--- config.mk ---
export PLATFORM = sky130hd
export DESIGN_NAME = button_response
export DESIGN_NICKNAME = d
export VERILOG_FILES = /design/src/rtl/button_pkg.sv /design/src/rtl/button_response_sync_chain.sv /design/src/rtl/button_response.sv
export SDC_FILE = /design/constraint.sdc
export NUM_CORES = 1
export LEC_CHECK = 0
export CORE_ASPECT_RATIO = 1.25
export CORE_MARGIN = 2
export CORE_UTILIZATION = 39
export DETAILED_ROUTE_END_ITERATION = 8
export PLACE_DENSITY = 0.59
export SKIP_CTS_REPAIR_TIMING = 1
export SYNTH_ARGS = -nofsm -noshare
export SYNTH_HDL_FRONTEND = slang
export SYNTH_HIERARCHICAL = 1
export SYNTH_SLANG_ARGS = --single-unit
export TNS_END_PERCENT = 20
--- constraint.sdc ---
create_clock -name clk -period 5.7 [get_ports clk]
set_input_delay 1.14 -clock clk [delete_from_list [all_inputs] [get_ports clk]]
set_output_delay 1.14 -clock clk [all_outputs]
set_load 0.1 [all_outputs]
--- src/rtl/button_pkg.sv ---
// Shared constants and helpers for the button response block.
// Default debounce timing is derived from clock rate and milliseconds.
package button_pkg;

   localparam int CLK_HZ      = 100000000;
   localparam int DEBOUNCE_MS = 20;

   // Auto-repeat phase: waiting for first repeat, then periodic repeats.
   typedef enum logic {
      PH_DELAY  = 1'b0,
      PH_PERIOD = 1'b1
   } rep_phase_e;

   function automatic int ms_to_cycles(input int ms, input int clk_hz);
      return (clk_hz / 1000) * ms;
   endfunction

endpackage

--- src/rtl/button_response_sync_chain.sv ---
// Multi-flop synchronizer for one asynchronous input level.
// Reset clears every stage; only the last stage is exported.
module sync_chain #(
   parameter int STAGES = 2
) (
   input  logic clk,
   input  logic rst_n,
   input  logic d,
   output logic q
);

   logic [STAGES-1:0] ff;

   // shift the raw level through the chain
   always_ff @(posedge clk or negedge rst_n) begin
      if (!rst_n) ff <= '0;
      else        ff <= {ff[STAGES-2:0], d};
   end

   assign q = ff[STAGES-1];

endmodule

--- src/rtl/button_response.sv ---
// Debounced push-button to one-cycle press pulse.
// Optional auto-repeat while held: define BUTTON_RESPONSE_REPEAT_EN.
module button_response
   import button_pkg::*;
#(
   parameter int SYNC_STAGES     = 2,
   parameter int DEBOUNCE_CYCLES = ms_to_cycles(DEBOUNCE_MS, CLK_HZ),
   parameter int CNT_W           = 32,
   parameter int REPEAT_DELAY    = 50000000,
   parameter int REPEAT_PERIOD   = 10000000
) (
   input  logic clk,
   input  logic rst_n,
   input  logic btn,
   output logic flag
);

   localparam logic [CNT_W-1:0] DB_LAST = CNT_W'(DEBOUNCE_CYCLES - 1);
   localparam logic [CNT_W-1:0] ONE     = CNT_W'(1);

   logic             sync;
   logic             stable;
   logic             stable_nxt;
   logic [CNT_W-1:0] cnt;
   logic [CNT_W-1:0] cnt_nxt;
   logic             pulse_nxt;

   sync_chain #(
      .STAGES(SYNC_STAGES)
   ) u_sync (
      .clk  (clk),
      .rst_n(rst_n),
      .d    (btn),
      .q    (sync)
   );

   // accept a new level only after it persists for the full window
   always_comb begin
      stable_nxt = stable;
      cnt_nxt    = '0;
      if (sync != stable) begin
         if (cnt == DB_LAST) stable_nxt = sync;
         else                cnt_nxt    = cnt + ONE;
      end
   end

`ifdef BUTTON_RESPONSE_REPEAT_EN
   localparam logic [CNT_W-1:0] RD_LAST = CNT_W'(REPEAT_DELAY - 1);
   localparam logic [CNT_W-1:0] RP_LAST = CNT_W'(REPEAT_PERIOD - 1);

   logic [CNT_W-1:0] rep_cnt;
   logic [CNT_W-1:0] rep_cnt_nxt;
   rep_phase_e       rep_phase;
   rep_phase_e       rep_phase_nxt;
   logic             rep_fire;
   logic [CNT_W-1:0] rep_last;

   assign rep_last = (rep_phase == PH_PERIOD) ? RP_LAST : RD_LAST;

   // time repeats from the initial pulse while the level stays pressed
   always_comb begin
      rep_cnt_nxt   = '0;
      rep_phase_nxt = PH_DELAY;
      rep_fire      = 1'b0;
      if (stable && stable_nxt) begin
         if (rep_cnt == rep_last) begin
            rep_fire      = 1'b1;
            rep_phase_nxt = PH_PERIOD;
         end else begin
            rep_cnt_nxt   = rep_cnt + ONE;
            rep_phase_nxt = rep_phase;
         end
      end
   end

   // repeat state register
   always_ff @(posedge clk or negedge rst_n) begin
      if (!rst_n) begin
         rep_cnt   <= '0;
         rep_phase <= PH_DELAY;
      end else begin
         rep_cnt   <= rep_cnt_nxt;
         rep_phase <= rep_phase_nxt;
      end
   end

   assign pulse_nxt = (stable_nxt & ~stable) | rep_fire;
`else
   assign pulse_nxt = stable_nxt & ~stable;
`endif

   // debounce state and registered press pulse
   always_ff @(posedge clk or negedge rst_n) begin
      if (!rst_n) begin
         stable <= 1'b0;
         cnt    <= '0;
         flag   <= 1'b0;
      end else begin
         stable <= stable_nxt;
         cnt    <= cnt_nxt;
         flag   <= pulse_nxt;
      end
   end

endmodule

==> summary.txt <==
Sink Count = 36
RSZ-0062 raised after global routing = false
period utilization = 0.506
Design Area, Final = 0.00202 mm2
crit-path max FO = 1
most frequent cell after synthesis = dfrtp_1
pin count of the biggest net entering global routing = 37
Worst-path clk slew = 0.07 ns
Post-Place Cell Area = 0.00191 mm2
Synth top area share = 0.488
CP Buf/Inv Count = 1
Synthesized Nets = 193
Clk Latency, worst-skew pair = 0.29 ns
final hold vios = 0
GRT Total Usage = 0.172
GRT overflow = 0
Yosys cell types = 27
setup_tns = 0 ns
H-tree depth = 2
outcome = complete, no violations
Total Wirelength = 4.14 mm
vias in the first global route = 1486
post-synthesis sequential area ratio = 0.488
Synth top cells by count = dfrtp_1, a21oi_1, or4_1
skew final = 0.00352 ns
initial antenna violation count = 0
Peak supply drop = 0.000159 V
Crit Path Class = flop to output port
DP HPWL = 2.86 mm
Core Footprint = 0.00466 mm2
diode count = 0
CP Capture Type = output port
die height = 80.9 um
critical path, cell by cell = clkdlybuf4s50_1
Req. time, crit path = 4.56 ns
Main synth FF type = dfrtp_1
Max Cap Viol = 0
EDFF count, synth = 0
number of buffers created by CTS = 5
residual DRC count = 0
crit path launch type = flop
CTS tree = done
worst stage delay on the critical path = 1.13 ns
Root Buffer = clkbuf_8
Worst path top cell family by delay = buffers and inverters
synthesized cell area = 0.00185 mm2
post-route antenna net violation count = 0
IO buf count = 3
fraction of registers with async set/reset = 1.00
Initial Util = 0.396
slowest stage cell, crit path = clkdlybuf4s50_1
# IOs = 4
power per cell area = 246 mW/mm2
# setup viols final = 0
Synth area leader = dfrtp_1
Total Power = 0.498 mW
syn avg cell area = 9.76 um2
via count = 1511
Max Buffers Root-to-Sink = 2
share of layout cells above drive strength 1 = 0.0677
largest cells by area after synthesis = dfrtp_1, or4_1, o31ai_1, a21oi_1, nand4_1
Std-Cell Rows = 28
leakage = 0.748 nW
area grow syn2layout = 9.63%
min Tclk post-route = 2.89 ns
Post-Syn Instances = 189
post-DR wirelength/cell = 16.4 um
synth warn = 6
via/cell ratio = 6.00
critical path arrival = 1.75 ns
GPL Wtd Cong = 0.744
DR pass1 iterations = 4
first-pass GRT wire length = 6.97 mm
DRT iter0 DRCs = 26
Hold Path Class = flop to flop
Max Slew Vio Count = 0
fmax = 0.347 GHz
die area = 0.00530 mm2
Worst Max-Slew Pin Slew = 1.18 ns
relative slew slack = 0.211
Post-layout nets = 195
die width = 65.5 um
Yosys reg bits = 36
[routing by layer]
| metal | global-route usage | routed length, um | vias up |
|---|---|---|---|
| met1 | 0.204 | 1790 | 767 |
| met2 | 0.307 | 2220 | 20 |
| met4 | 0.0604 | 46 | 0 |
| li1 | - | - | 720 |
| met3 | 0.0332 | 79 | 4 |
| met5 | 0 | 0 | - |
[path summary, 6_finish.rpt]
kind | from | endpoint | slack, ns | cells past startpoint
worst min-delay path | u_sync/ff[0] | u_sync/ff[1] | 0.36 | 0
worst max-delay path | flag | flag | 2.81 | 1
min in group asynchronous | rst_n | cnt[26] | 1.28 | 2
worst max register to register | cnt[8] | cnt[2] | 3.04 | 4
max in group asynchronous | rst_n | cnt[14] | 4.10 | 2
worst min register to register | u_sync/ff[0] | u_sync/ff[1] | 0.36 | 0
[cell families after synthesis]
kind of cell               synth area share
adders and majority gates           0.00678
AOI/OAI and AO/OA                     0.129
and+or+nand+nor                       0.277
muxes                               0.00610
DFF                                   0.488
buffers and inverters                0.0353
xor gates and xnor gates             0.0569
[area by class of cell]
cell class              count  area (um2)
multi-input cells         139         880
repair buffers              4        37.5
well taps                  60        75.1
inverters                   5        18.8
fillers                   463        2640
clock inverters             3        42.5
flip-flops and latches     36         901
clock buffers               5        68.8
[per-stage QoR]
stage | utilization | hold slack (ns) | worst slack [ns] | std cells
after global placement | 0.410 | 0.341 | 3.12 | 244
after floorplan | - | 0.331 | 3.68 | 189
after global routing | 0.434 | 0.376 | 2.76 | 252
final | 0.434 | 0.362 | 2.81 | 252
after CTS | 0.434 | 0.364 | 2.80 | 252
after detailed placement | 0.410 | 0.339 | 3.02 | 244
[sequential cells by signal, indices dropped and copies added (netlist names)]
signal / count
cnt: 32
u_sync/ff: 2
flag: 1
stable: 1
[worst reg2reg max path: cells and delay by family (launching register included)]
family / cells / cell delay [ns]
simple gates: 3 / 1.10
compound gates: 1 / 0.96
flops: 1 / 0.44
[power breakdown]
group	leakage [nW]	internal [mW]	switching, mW	total [mW]
clock	0.0541	0.129	0.0939	0.223
combinational	0.198	0.00408	0.0104	0.0145
sequential	0.496	0.258	0.00233	0.260
total	0.748	0.391	0.107	0.498
[cells in the final DEF (no fill, tap or decap)]
cell,count
inv_1,5
nor4_1,3
ha_1,1
clkbuf_8,5
clkdlybuf4s50_1,3
nand2_1,9
xnor2_1,6
or4_1,16
o31ai_1,13
nor2_1,14
xor2_1,6
nor4b_1,2
a21oi_1,19
o31ai_4,1
and4_1,4
or3_1,7
nand3_1,12
clkinv_2,1
and3_1,3
mux2_2,1
buf_4,1
nor3_1,3
clkinvlp_4,1
nand4_1,10
nand3_2,1
nand2b_1,2
or4_4,1
o21ai_0,5
bufinv_16,1
dfrtp_1,36
Note: power is estimated with default switching activity, not from simulation.
